[src/rtl/load_sequencer.sv]
// -----------------------------------------------------------------------------
// load_sequencer
//
// Executes one load instruction (LW, LB, LBU, LH, LHU) at a time. It decodes
// the opcode, forms the effective address base + sext(imm), checks alignment,
// issues a word read to memory with a bounded wait for the acknowledge, extracts
// and extends the addressed lane, and writes the result to the register file.
//
// Sequence: IDLE -> DECODE -> ADDR -> MEM -> WB -> IDLE
//           DECODE/ADDR/MEM may divert to ERR -> IDLE
//
// Parameters
//   TIMEOUT      maximum MEM cycles spent waiting for mem_ack (2..255)
//
// Ports
//   clk          rising-edge clock
//   reset        asynchronous active-high reset
//   start        request to run `instruction`; only looked at in IDLE
//   instruction  opcode[31:26], rs[25:21], rt[20:16], imm[15:0]
//   base         value of register rs, captured together with instruction
//   busy         high in every state except IDLE
//   done         one-cycle pulse, coincident with the WB state
//   err          one-cycle pulse, coincident with the ERR state
//   mem_req      read request, high for the whole MEM state
//   mem_addr     word address {ea[31:2], 2'b00}; holds its value outside MEM
//   mem_ack      read data valid; ignored outside MEM
//   mem_rdata    read word, byte lane n = bits [8n+7:8n]
//   rf_we        register-file write enable, one cycle in WB (never for rt=0)
//   rf_waddr     destination register; holds last written value
//   rf_wdata     extended load result; holds last written value
//
// All outputs are registered. done/rf_we are visible during the WB cycle, so
// a register file clocked on the same edge commits the result on the edge that
// ends WB (start edge N, zero-wait ack -> commit at edge N+4).
// -----------------------------------------------------------------------------
module load_sequencer #(
  parameter int TIMEOUT = 16
) (
  input  logic        clk,
  input  logic        reset,
  input  logic        start,
  input  logic [31:0] instruction,
  input  logic [31:0] base,
  output logic        busy,
  output logic        done,
  output logic        err,
  output logic        mem_req,
  output logic [31:0] mem_addr,
  input  logic        mem_ack,
  input  logic [31:0] mem_rdata,
  output logic        rf_we,
  output logic [4:0]  rf_waddr,
  output logic [31:0] rf_wdata
);

  localparam logic [5:0] OP_LW  = 6'h23;
  localparam logic [5:0] OP_LB  = 6'h20;
  localparam logic [5:0] OP_LBU = 6'h24;
  localparam logic [5:0] OP_LH  = 6'h21;
  localparam logic [5:0] OP_LHU = 6'h25;

  // Value of the wait counter during the last permitted MEM cycle.
  localparam logic [7:0] WAIT_LAST = 8'(TIMEOUT - 1);

  typedef enum logic [2:0] {
    S_IDLE   = 3'd0,
    S_DECODE = 3'd1,
    S_ADDR   = 3'd2,
    S_MEM    = 3'd3,
    S_WB     = 3'd4,
    S_ERR    = 3'd5
  } state_t;

  typedef enum logic [2:0] {
    K_LW  = 3'd0,
    K_LB  = 3'd1,
    K_LBU = 3'd2,
    K_LH  = 3'd3,
    K_LHU = 3'd4
  } kind_t;

  state_t             state_q;
  kind_t              kind_q;
  logic [5:0]         op_q;
  logic [4:0]         rt_q;
  logic signed [15:0] imm_q;
  logic [31:0]        base_q;
  logic [1:0]         ea_lo_q;
  logic [7:0]         wait_q;

  logic               busy_q;
  logic               done_q;
  logic               err_q;
  logic               mem_req_q;
  logic [31:0]        mem_addr_q;
  logic               rf_we_q;
  logic [4:0]         rf_waddr_q;
  logic [31:0]        rf_wdata_q;

  // The rs index is already resolved into `base` by the caller, so the field
  // itself carries no information for this block.
  logic [4:0]         rs_unused;
  assign rs_unused = instruction[25:21];

  // Effective address, 32-bit wrap-around; no overflow detection.
  logic signed [31:0] imm_ext;
  logic [31:0]        ea_d;
  assign imm_ext = {{16{imm_q[15]}}, imm_q};
  assign ea_d    = base_q + imm_ext;

  function automatic logic is_legal(input logic [5:0] op);
    is_legal = (op == OP_LW) || (op == OP_LB) || (op == OP_LBU) ||
               (op == OP_LH) || (op == OP_LHU);
  endfunction

  function automatic kind_t to_kind(input logic [5:0] op);
    case (op)
      OP_LB:   to_kind = K_LB;
      OP_LBU:  to_kind = K_LBU;
      OP_LH:   to_kind = K_LH;
      OP_LHU:  to_kind = K_LHU;
      default: to_kind = K_LW;
    endcase
  endfunction

  // Words must be 4-byte aligned, halves 2-byte aligned, bytes never fault.
  function automatic logic misaligned(input kind_t k, input logic [1:0] lo);
    case (k)
      K_LW:        misaligned = (lo != 2'b00);
      K_LH, K_LHU: misaligned = lo[0];
      default:     misaligned = 1'b0;
    endcase
  endfunction

  // Select the addressed lane of the read word and extend it to 32 bits.
  function automatic logic [31:0] extract(input kind_t       k,
                                          input logic [1:0]  lo,
                                          input logic [31:0] w);
    logic [7:0]  b8;
    logic [15:0] h16;
    b8  = w[{lo, 3'b000} +: 8];
    h16 = w[{lo[1], 4'b0000} +: 16];
    case (k)
      K_LB:    extract = {{24{b8[7]}}, b8};
      K_LBU:   extract = {24'h000000, b8};
      K_LH:    extract = {{16{h16[15]}}, h16};
      K_LHU:   extract = {16'h0000, h16};
      default: extract = w;
    endcase
  endfunction

  always_ff @(posedge clk or posedge reset) begin
    if (reset) begin
      state_q    <= S_IDLE;
      kind_q     <= K_LW;
      op_q       <= 6'd0;
      rt_q       <= 5'd0;
      imm_q      <= 16'sd0;
      base_q     <= 32'd0;
      ea_lo_q    <= 2'd0;
      wait_q     <= 8'd0;
      busy_q     <= 1'b0;
      done_q     <= 1'b0;
      err_q      <= 1'b0;
      mem_req_q  <= 1'b0;
      mem_addr_q <= 32'd0;
      rf_we_q    <= 1'b0;
      rf_waddr_q <= 5'd0;
      rf_wdata_q <= 32'd0;
    end else begin
      // Pulse outputs are only ever raised for the single WB/ERR cycle.
      done_q  <= 1'b0;
      err_q   <= 1'b0;
      rf_we_q <= 1'b0;

      case (state_q)
        S_IDLE: begin
          if (start) begin
            op_q    <= instruction[31:26];
            rt_q    <= instruction[20:16];
            imm_q   <= instruction[15:0];
            base_q  <= base;
            busy_q  <= 1'b1;
            state_q <= S_DECODE;
          end
        end

        S_DECODE: begin
          if (is_legal(op_q)) begin
            kind_q  <= to_kind(op_q);
            state_q <= S_ADDR;
          end else begin
            err_q   <= 1'b1;
            state_q <= S_ERR;
          end
        end

        S_ADDR: begin
          ea_lo_q <= ea_d[1:0];
          if (misaligned(kind_q, ea_d[1:0])) begin
            err_q   <= 1'b1;
            state_q <= S_ERR;
          end else begin
            mem_req_q  <= 1'b1;
            mem_addr_q <= {ea_d[31:2], 2'b00};
            wait_q     <= 8'd0;
            state_q    <= S_MEM;
          end
        end

        S_MEM: begin
          if (mem_ack) begin
            mem_req_q <= 1'b0;
            done_q    <= 1'b1;
            // r0 is hard-wired zero: complete the load but skip the write.
            if (rt_q != 5'd0) begin
              rf_we_q    <= 1'b1;
              rf_waddr_q <= rt_q;
              rf_wdata_q <= extract(kind_q, ea_lo_q, mem_rdata);
            end
            state_q <= S_WB;
          end else if (wait_q == WAIT_LAST) begin
            mem_req_q <= 1'b0;
            err_q     <= 1'b1;
            state_q   <= S_ERR;
          end else begin
            wait_q <= wait_q + 8'd1;
          end
        end

        S_WB: begin
          busy_q  <= 1'b0;
          state_q <= S_IDLE;
        end

        S_ERR: begin
          busy_q  <= 1'b0;
          state_q <= S_IDLE;
        end

        default: begin
          busy_q    <= 1'b0;
          mem_req_q <= 1'b0;
          state_q   <= S_IDLE;
        end
      endcase
    end
  end

  assign busy     = busy_q;
  assign done     = done_q;
  assign err      = err_q;
  assign mem_req  = mem_req_q;
  assign mem_addr = mem_addr_q;
  assign rf_we    = rf_we_q;
  assign rf_waddr = rf_waddr_q;
  assign rf_wdata = rf_wdata_q;

endmodule

[config.mk]
export PLATFORM = sky130hd
export DESIGN_NAME = load_sequencer
export DESIGN_NICKNAME = d
export VERILOG_FILES = /design/src/rtl/load_sequencer.sv
export SDC_FILE = /design/constraint.sdc
export NUM_CORES = 1
export LEC_CHECK = 0
export ABC_AREA = 0
export BUFFER_PORTS_ARGS = -buffer_cell sky130_fd_sc_hd__buf_2
export CORE_ASPECT_RATIO = 0.9
export CORE_UTILIZATION = 55
export DETAILED_ROUTE_END_ITERATION = 8
export PLACE_DENSITY = 0.89
export RECOVER_POWER = 100
export SLEW_MARGIN = 20
export SYNTH_ARGS = -nofsm -noshare
export SYNTH_HDL_FRONTEND = slang
export SYNTH_SLANG_ARGS = --single-unit
[constraint.sdc]
create_clock -name clk -period 6.1 [get_ports clk]
set_clock_uncertainty 0.2 [all_clocks]
set_input_delay 0.61 -clock clk [delete_from_list [all_inputs] [get_ports clk]]
set_output_delay 0.61 -clock clk [all_outputs]
set_load 0.02 [all_outputs]
==> impl_metrics.py, run 1 <==
metrics = {
    "detailed_routing": {
        "drt_pass1_iterations": 5,
        "drt_wl_total_mm": 19.1,
        "num_vias": 6577,
        "drt_iter0_markers": 424,
        "drc": 0,
        "routedWlPerCell_um": 16.8,
        "antenna_left": 0,
        "vias_per_cell": 5.76,
    },
    "outcome": {
        "status": "complete, but fails checks",
        "violations": "max-capacitance violations, max-slew violations",
    },
    "floorplanning": {
        "dieWidth_um": 128,
        "std_cell_rows": 40,
        "design.die.area_mm2": 0.0147,
        "start_util": 0.575,
        "io_pins": 174,
        "coreArea_mm2": 0.0136,
        "die_h_um": 115,
    },
    "setup_path": {
        "worstPathArrival_ns": 4.39,
        "slowest_stage": "clkbuf_1",
        "worst_path_most_repeated_cell": "nor2_1",
        "required_ns": 6.21,
        "crit_path_start_kind": "flip-flop",
        "ff2ff_setup_slack_ns": 1.81,
        "worstPathCellList": "nor2_1 > nand2_1 > nor2_1 > clkbuf_1 > mux2_2",
        "cp_slowest_stage_delay_ns": 2.17,
        "crit_fanout": 54,
        "endpoint_kind": "flip-flop",
        "crit_type": "flip-flop to flip-flop",
    },
    "clocking": {
        "cts_hold_buf": 0,
        "cts_tree": "built",
        "h-tree-depth": 4,
        "cts.repair.resized": 0,
        "cts_buffers": 17,
        "path_clk_slew_ns": 0.06,
        "cts_sinks": 147,
        "postCtsSetupBuffers": 0,
        "worstSkewPairLatency_ns": 0.43,
        "root_buffer": "clkbuf_16",
        "clockBufferDepth": 2,
    },
    "global_route": {
        "grt_pass1_wl_mm": 31.1,
        "grt_busiest_layer": "met2",
        "global_route.usage.met3": 0.0591,
        "grt_use_total": 0.273,
        "grt.overflow.total": 0,
        "grt_pass1_vias": 6496,
        "antenna_found_initial": 0,
        "grtUsageMet1": 0.328,
        "grt_max_degree": 86,
        "met2_usage": 0.485,
    },
    "synth": {
        "synth-compound-area-share": 0.155,
        "synthSimpleGateAreaFrac": 0.137,
        "synth_top_family_by_area": "compound AO/OA/AOI/OAI gates",
        "synth_top_area_frac": 0.470,
        "synth-edff-count": 0,
        "synth.distinct_cells": 68,
        "synthMuxAreaShare": 0.111,
        "netlist_top_cells_area": "dfrtp_1, mux2_2, nand2_1",
        "synth_top_area_cell": "dfrtp_1",
        "avgSynthCellArea_um2": 10.0,
        "synthCells": 782,
        "async_flop_share": 1.00,
        "synth-xor-area-share": 0.0414,
        "yosys_warnings": 0,
        "syn_area_mm2": 0.00782,
        "yosys.area_share.adder": 0.0537,
        "ys.flop_type": "dfrtp_1",
        "ys_seq_area_frac": 0.470,
        "ys_seq_elements": 147,
    },
    "sta": {
        "hold_viol_final": 0,
        "setup_viol": 0,
        "timing.setup.tns_ns": 0,
        "setup_ws_ns": 1.81,
        "max_slew_margin": -1.40,
        "worstMarginPinSlew_ns": 3.59,
        "fin_crit_sh": 0.703,
        "report.final.slew_viol_count": 212,
        "rsz0062_at_grt": "false",
        "finalHoldWorstSlack_ns": 0.207,
        "max_freq_ghz": 0.233,
        "period_needed_ns": 4.29,
    },
    "cells_and_area": {
        "nFillCells": 1045,
        "postLayoutCoreUtil": 0.682,
        "final_nets": 1072,
        "design_area_mm2": 0.00928,
        "layout.cells.most_common": "dfrtp_1",
        "post_route_cells_drive_above_1_share": 0.216,
        "final_cells": 1141,
        "regArea_mm2": 0.00368,
        "multiInputGateArea_mm2": 0.00389,
        "n_antenna_cell": 0,
        "layout_common_cells": "dfrtp_1, nand2_1, buf_2",
        "area_growth_pct": 18.7,
    },
    "placement": {
        "hpwl_mm": 13.2,
        "dp_cells": 1109,
        "dp_slack_ns": 2.65,
        "gp_congestion": 0.857,
        "placed_area_mm2": 0.00877,
        "io_buffers": 166,
    },
    "power": {
        "p_leak_nw": 4.21,
        "ir_worst_vdd_uv": 410,
        "power.density_mw_per_mm2": 667,
        "power.total_mw": 6.19,
    },
    "flow_run": {
        "drv_cap": 4,
    },
    "worst_hold_path": {
        "hp-class": "input port to flip-flop",
    },
}
-- cell families after synthesis --
group | count (synthesis)
AOI/OAI and AO/OA | 199
xor gates and xnor gates | 37
adders and majority gates | 33
buffers and inverters | 51
DFF | 147
muxes | 72
other | 1
and+or+nand+nor | 242
-- registers in the layout (all words and copies together), names as in the netlist, 3 cells and up --
name,cells
rf_wdata,32
wait_q,8
rt_q,5
mem_addr,30
imm_q,16
kind_q,3
state_q,3
rf_waddr,5
op_q,6
base_q,32
-- cell usage after synthesis, types with 4 or more instances --
| master | count |
|---|---|
| a211oi_1 | 4 |
| a21o_1 | 6 |
| a21oi_1 | 61 |
| a21oi_2 | 6 |
| a31oi_1 | 15 |
| a41oi_1 | 4 |
| and3_1 | 5 |
| buf_2 | 10 |
| buf_4 | 4 |
| clkbuf_1 | 15 |
| dfrtp_1 | 147 |
| ha_1 | 32 |
| inv_1 | 15 |
| mux2_2 | 61 |
| mux2i_1 | 5 |
| mux4_2 | 6 |
| nand2_1 | 121 |
| nand2b_1 | 9 |
| nand3_1 | 4 |
| nand4_1 | 5 |
| nor2_1 | 57 |
| nor2b_1 | 5 |
| nor3_1 | 13 |
| o21a_1 | 4 |
| o21ai_0 | 60 |
| o21ai_1 | 8 |
| o21bai_1 | 4 |
| o31ai_1 | 4 |
| or3_1 | 4 |
| xnor2_1 | 14 |
| xor2_1 | 23 |
-- path summary, 6_finish.rpt --
path	start	endpoint	cells after the start
hold / removal	base[26]	base_q[26]$_DFFE_PP0P_	2
setup reg to reg	state_q[1]$_DFFE_PP0P_	base_q[18]$_DFFE_PP0P_	5
min in group asynchronous	reset	mem_addr[24]$_DFFE_PP0P_	2
hold reg to reg	mem_addr[31]$_DFFE_PP0P_	mem_addr[31]$_DFFE_PP0P_	2
max in group asynchronous	reset	wait_q[6]$_DFFE_PP0P_	3
setup / recovery	state_q[1]$_DFFE_PP0P_	base_q[18]$_DFFE_PP0P_	5
-- per-layer routing --
layer,vias up,wire length (µm)
met2,273,9650
met3,44,1160
met5,-,0
met1,3158,7900
met4,0,422
li1,3102,-
-- worst max-delay path: cells and delay by family, from the launching register on --
family                 cells  cell delay [ns]
and+or+nand+nor            3             0.73
buffers and inverters      1             2.17
DFF                        1             0.51
muxes                      1             0.49
-- power breakdown --
| part | internal, mW | leakage (nW) | switching (mW) |
|---|---|---|---|
| registers | 1.42 | 1.84 | 0.369 |
| logic | 1.31 | 2.05 | 1.95 |
| clock network | 0.736 | 0.313 | 0.410 |
-- cell type report --
| class | instances | share of cell area |
|---|---|---|
| Inverter | 17 | 0.00701 |
| Clock inverter | 13 | 0.0222 |
| Multi-Input combinational cell | 585 | 0.419 |
| Sequential cell | 147 | 0.396 |
| Timing Repair Buffer | 171 | 0.0826 |
| Clock buffer | 19 | 0.0477 |
| Tap cell | 189 | 0.0255 |
Power figures use the tool's default switching activity.
==> run 2: changes to the inputs <==
--- a/config.mk
+++ b/config.mk
@@ -8,9 +8,9 @@
 export ABC_AREA = 0
 export BUFFER_PORTS_ARGS = -buffer_cell sky130_fd_sc_hd__buf_2
 export CORE_ASPECT_RATIO = 0.9
-export CORE_UTILIZATION = 55
+export CORE_UTILIZATION = 50
 export DETAILED_ROUTE_END_ITERATION = 8
-export PLACE_DENSITY = 0.89
+export PLACE_DENSITY = 0.85
 export RECOVER_POWER = 100
 export SLEW_MARGIN = 20
 export SYNTH_ARGS = -nofsm -noshare
==> constraint.sdc (replaced) <==
create_clock -name clk -period 3.7 [get_ports clk]
set_clock_uncertainty 0.2 [all_clocks]
set_input_delay 0.37 -clock clk [delete_from_list [all_inputs] [get_ports clk]]
set_output_delay 0.37 -clock clk [all_outputs]
set_load 0.02 [all_outputs]
==> run 2 against run 1 <==
The flow still finishes with violations (max-capacitance violations, max-slew violations). Clock-buffer cell count is 1 lower. Global-route usage grew 0.72 points. Sequential cell count unchanged. Critical endpoint is now mem_addr[31]$_DFFE_PP0P_. Non-clock buffer count rose by 81. Die area rose by 9.8%. Hold slack got worse by 0.19 ns. Clock power rose by 51%. Via count is 5.8% higher.
==> impl_metrics.py, run 2 (same netlist as run 1, synthesis figures left out) <==
metrics = {
    "outcome": {
        "status": "complete, but fails checks",
        "violations": "max-capacitance violations, max-slew violations",
    },
    "setup_path": {
        "timing.rr.start": "imm_q[15]$_DFFE_PP0P_",
        "crit_fanout": 12,
        "r2r-end": "mem_addr[31]$_DFFE_PP0P_",
        "crit_type": "flip-flop to flip-flop",
        "crit_path_start_kind": "flip-flop",
        "required_ns": 3.80,
        "r2r_cells": 9,
        "endpoint_kind": "flip-flop",
        "worstPathArrival_ns": 3.27,
        "ff2ff_setup_slack_ns": 0.53,
    },
    "floorplanning": {
        "coreArea_mm2": 0.0150,
        "dieWidth_um": 134,
        "die_h_um": 121,
        "design.die.area_mm2": 0.0161,
        "io_pins": 174,
        "start_util": 0.522,
        "std_cell_rows": 42,
    },
    "cells_and_area": {
        "layout_common_cells": "dfrtp_1, nand2_1, buf_2",
        "area_growth_pct": 28.3,
        "nFillCells": 1152,
        "post_route_cells_drive_above_1_share": 0.203,
        "postLayoutCoreUtil": 0.670,
        "final_nets": 1153,
        "layout.cells.most_common": "dfrtp_1",
        "design_area_mm2": 0.0100,
    },
    "detailed_routing": {
        "drt_wl_total_mm": 21.4,
        "num_vias": 6961,
        "routedWlPerCell_um": 17.4,
        "drc": 0,
        "drt_pass1_iterations": 5,
        "drt_iter0_markers": 478,
        "antenna_left": 0,
        "vias_per_cell": 5.65,
    },
    "power": {
        "power.density_mw_per_mm2": 1010,
        "power.total_mw": 10.2,
        "ir_worst_vdd_uv": 572,
        "p_leak_nw": 4.51,
    },
    "clocking": {
        "postCtsSetupBuffers": 0,
        "clockBufferDepth": 2,
        "cts_tree": "built",
        "root_buffer": "clkbuf_16",
        "h-tree-depth": 4,
        "cts_buffers": 17,
        "worstSkewPairLatency_ns": 0.43,
        "cts.repair.resized": 0,
        "cts_hold_buf": 76,
        "path_clk_slew_ns": 0.06,
        "cts_sinks": 147,
    },
    "sta": {
        "report.final.slew_viol_count": 148,
        "hold_viol_final": 0,
        "max_freq_ghz": 0.315,
        "worstMarginPinSlew_ns": 1.97,
        "period_needed_ns": 3.17,
        "timing.setup.tns_ns": 0,
        "finalHoldWorstSlack_ns": 0.0209,
        "setup_viol": 0,
        "max_slew_margin": -0.315,
        "rsz0062_at_grt": "false",
        "fin_crit_sh": 0.858,
    },
    "placement": {
        "gp_congestion": 0.917,
        "io_buffers": 166,
        "hpwl_mm": 13.1,
        "placed_area_mm2": 0.00883,
    },
    "worst_hold_path": {
        "hold_path_end": "rf_wdata[19]$_DFFE_PP0P_",
        "hp-class": "input port to flip-flop",
        "worstHoldPathCells": 3,
        "min_from": "mem_rdata[19]",
    },
    "global_route": {
        "grt_max_degree": 148,
        "grt_pass1_wl_mm": 34.7,
        "grt.overflow.total": 0,
        "grt_pass1_vias": 7153,
        "grt_use_total": 0.280,
        "antenna_found_initial": 1,
    },
    "flow_run": {
        "drv_cap": 1,
    },
}
==> run 2: metrics by stage <==
step,std cells,setup slack (ns)
2_1_floorplan,783,0.984
3_3_place_gp,1123,0.817
3_5_place_dp,1123,0.757
4_1_cts,1231,0.735
5_1_grt,1232,0.355
6_report,1232,0.526
==> run 2: worst max path at each step <==
stage | cells after the start | start | slack, ns | to
6_report | 9 | imm_q[15]$_DFFE_PP0P_ | 0.53 | mem_addr[31]$_DFFE_PP0P_
5_1_grt | 5 | rt_q[1]$_DFFE_PP0P_ | 0.36 | rf_wdata[11]$_DFFE_PP0P_
4_1_cts | 9 | imm_q[15]$_DFFE_PP0P_ | 0.73 | mem_addr[31]$_DFFE_PP0P_
3_5_place_dp | 11 | imm_q[0]$_DFFE_PP0P_ | 0.76 | wait_q[6]$_DFFE_PP0P_
3_3_place_gp | 11 | imm_q[0]$_DFFE_PP0P_ | 0.82 | wait_q[6]$_DFFE_PP0P_
2_1_floorplan | 9 | imm_q[0]$_DFFE_PP0P_ | 0.98 | state_q[2]$_DFFE_PP0P_
==> run 2: final cells by class <==
cell class / instances / area (µm²) / share of cell area
Timing Repair Buffer: 252 / 1560 / 0.155
Inverter: 17 / 67.6 / 0.00673
Sequential cell: 147 / 3680 / 0.366
Tap cell: 198 / 248 / 0.0247
Antenna cell: 1 / 2.50 / 0.000249
Multi-Input combinational cell: 585 / 3890 / 0.387
Clock buffer: 18 / 439 / 0.0438
Clock inverter: 14 / 155 / 0.0155
==> run 2: per-layer routing <==
metal | GRT usage | part of all wire | up-vias
li1 | - | - | 3248
met2 | 0.506 | 0.51 | 327
met4 | 0.141 | 0.038 | 0
met1 | 0.314 | 0.38 | 3314
met3 | 0.0562 | 0.070 | 72
met5 | 0 | 0 | -
==> run 2: power by group <==
part / internal [mW] / switching (mW)
Combinational: 2.22 / 3.26
Clock: 1.02 / 0.725
Sequential: 2.34 / 0.609
==> run 2: worst max-delay path, cell delays in order, from the launching register on <==
cell and delay, ns:
dfrtp_1 0.62, clkbuf_1 0.38, ha_1 0.36, a21oi_1 0.25, o221ai_1 0.24, a21o_1 0.21
a211o_1 0.28, a211oi_1 0.28, xnor2_1 0.16, o21ai_1 0.07
==> run 3: changes to the inputs <==
--- a/config.mk
+++ b/config.mk
@@ -11,7 +11,7 @@
 export CORE_UTILIZATION = 50
 export DETAILED_ROUTE_END_ITERATION = 8
 export PLACE_DENSITY = 0.85
-export RECOVER_POWER = 100
+export RECOVER_POWER = 50
 export SLEW_MARGIN = 20
 export SYNTH_ARGS = -nofsm -noshare
 export SYNTH_HDL_FRONTEND = slang
==> run 3 against run 2 <==
The run still ends with max-capacitance violations, max-slew violations left. Highest routed layer unchanged. Critical path depth did not move. Via count shrank 0.13%. Final area increased by 0.94%. First-iteration DRC count down 3.3%. Clock power hardly changed. Sequential cell count is the same. Power rose by 0.85%. Final cell count did not move. Worst setup slack improved by 0.16 ns. Register-to-register slack better by 0.16 ns. Non-clock buffer count did not move.
==> impl_metrics.py, run 3 (same netlist as run 1, synthesis figures left out) <==
metrics = {
    "detailed_routing": {
        "routedWlPerCell_um": 17.4,
        "vias_per_cell": 5.64,
        "drt_iter0_markers": 462,
        "drt_wl_total_mm": 21.4,
        "drt_pass1_iterations": 6,
        "num_vias": 6952,
        "antenna_left": 0,
        "drc": 0,
    },
    "sta": {
        "max_freq_ghz": 0.332,
        "timing.setup.tns_ns": 0,
        "hold_viol_final": 0,
        "setup_viol": 0,
        "max_slew_margin": -0.326,
        "worstMarginPinSlew_ns": 1.99,
        "period_needed_ns": 3.01,
        "report.final.slew_viol_count": 148,
        "rsz0062_at_grt": "false",
        "fin_crit_sh": 0.814,
    },
    "floorplanning": {
        "design.die.area_mm2": 0.0161,
        "die_h_um": 121,
        "io_pins": 174,
        "coreArea_mm2": 0.0150,
        "start_util": 0.522,
        "std_cell_rows": 42,
        "dieWidth_um": 134,
    },
    "global_route": {
        "antenna_found_initial": 1,
        "grt_pass1_vias": 7153,
        "grt_pass1_wl_mm": 34.7,
        "grt_use_total": 0.280,
        "grt.overflow.total": 0,
        "grt_max_degree": 148,
    },
    "cells_and_area": {
        "layout.cells.most_common": "dfrtp_1",
        "layout_common_cells": "dfrtp_1, buf_2, nand2_1",
        "postLayoutCoreUtil": 0.676,
        "regArea_mm2": 0.00368,
        "post_route_cells_drive_above_1_share": 0.253,
        "final_nets": 1153,
        "nFillCells": 1113,
        "multiInputGateArea_mm2": 0.00392,
        "area_growth_pct": 29.5,
    },
    "power": {
        "p_sw_mw": 4.61,
        "p_int_mw": 5.65,
        "p_seq_frac": 0.288,
        "p_clk_frac": 0.170,
        "ir_worst_vdd_uv": 562,
        "combPwrFrac": 0.543,
        "p_sw_frac": 0.449,
        "p_leak_nw": 4.66,
        "power.density_mw_per_mm2": 1010,
        "power.total_mw": 10.3,
    },
    "clocking": {
        "cts_tree": "built",
        "clockBufferDepth": 2,
        "h-tree-depth": 4,
        "cts_buffers": 17,
        "cts_hold_buf": 76,
        "worstSkewPairLatency_ns": 0.43,
        "postCtsSetupBuffers": 0,
        "root_buffer": "clkbuf_16",
        "cts.repair.resized": 0,
        "cts_sinks": 147,
        "path_clk_slew_ns": 0.06,
    },
    "worst_hold_path": {
        "worstHoldPathCells": 3,
        "hp-class": "input port to flip-flop",
        "min_from": "mem_rdata[19]",
        "hold_path_end": "rf_wdata[19]$_DFFE_PP0P_",
    },
    "placement": {
        "io_buffers": 166,
        "gp_congestion": 0.917,
        "hpwl_mm": 13.1,
    },
    "setup_path": {
        "crit_fanout": 12,
        "crit_type": "flip-flop to flip-flop",
        "r2r-end": "mem_addr[31]$_DFFE_PP0P_",
        "timing.rr.start": "imm_q[15]$_DFFE_PP0P_",
        "worstPathArrival_ns": 3.11,
        "crit_path_start_kind": "flip-flop",
        "ff2ff_setup_slack_ns": 0.69,
        "r2r_cells": 9,
        "required_ns": 3.80,
        "endpoint_kind": "flip-flop",
    },
    "outcome": {
        "status": "complete, but fails checks",
        "violations": "max-capacitance violations, max-slew violations",
    },
    "flow_run": {
        "drv_cap": 1,
    },
}
## run 3: cell types whose count changed in the layout (fill, tap and decap cells not counted), sizes merged
| cell | previous run | this run |
|---|---|---|
| buf | 97 | 140 |
| clkbuf | 97 | 54 |
## run 3: power by group through the flow
stage | registers (mW) | logic [mW] | clock network [mW]
detailed placement | 2.94 | 5.36 | 0
floorplan | 3.16 | 3.81 | 0
global placement | 2.91 | 5.22 | 0
finish | 2.95 | 5.57 | 1.74
CTS | 2.92 | 5.49 | 1.77
global route | 3.04 | 6.13 | 1.84
## run 3: critical path, cell delays in order (launching register included)
cell and delay [ns]:
dfrtp_1 0.63, buf_4 0.25, ha_1 0.30, a21oi_1 0.26
o221ai_1 0.24, a21o_1 0.21, a211o_1 0.28, a211oi_1 0.28
xnor2_1 0.16, o21ai_1 0.07
## run 3: layout make-up
type / count / area share
timing repair buffer: 252 / 0.160
antenna: 1 / 0.000247
multi-input combinational: 585 / 0.387
sequential: 147 / 0.363
clock inverter: 14 / 0.0153
inverter: 17 / 0.00667
clock buffer: 18 / 0.0433
tap: 198 / 0.0245
## run 3: worst max path at each step
stage                          start  slack (ns)                  endpoint  cells past startpoint
6_report       imm_q[15]$_DFFE_PP0P_        0.69  mem_addr[31]$_DFFE_PP0P_                      9
5_1_grt        base_q[0]$_DFFE_PP0P_        0.49     wait_q[6]$_DFFE_PP0P_                     11
4_1_cts        imm_q[15]$_DFFE_PP0P_        0.73  mem_addr[31]$_DFFE_PP0P_                      9
3_5_place_dp    imm_q[0]$_DFFE_PP0P_        0.76     wait_q[6]$_DFFE_PP0P_                     11
3_3_place_gp    imm_q[0]$_DFFE_PP0P_        0.82     wait_q[6]$_DFFE_PP0P_                     11
2_1_floorplan   imm_q[0]$_DFFE_PP0P_        0.98    state_q[2]$_DFFE_PP0P_                      9
## run 3: per-stage QoR
step | std cells | instance area (µm²) | hold slack [ns] | setup WS [ns]
finish | 1232 | 10100 | 0.0203 | 0.688
global route | 1232 | 10100 | 0.0134 | 0.489
CTS | 1231 | 10200 | 0.000132 | 0.735
detailed placement | 1123 | 8830 | 0.259 | 0.757
global placement | 1123 | 8830 | 0.247 | 0.817
floorplan | 783 | 7830 | 0.248 | 0.984
## run 3: metal layers
metal  up-vias  track usage  part of all wire
met2       327        0.506              0.51
met5         -            0                 0
met4         0        0.141             0.035
met1      3307        0.314              0.39
li1       3251            -                 -
met3        67       0.0562             0.064
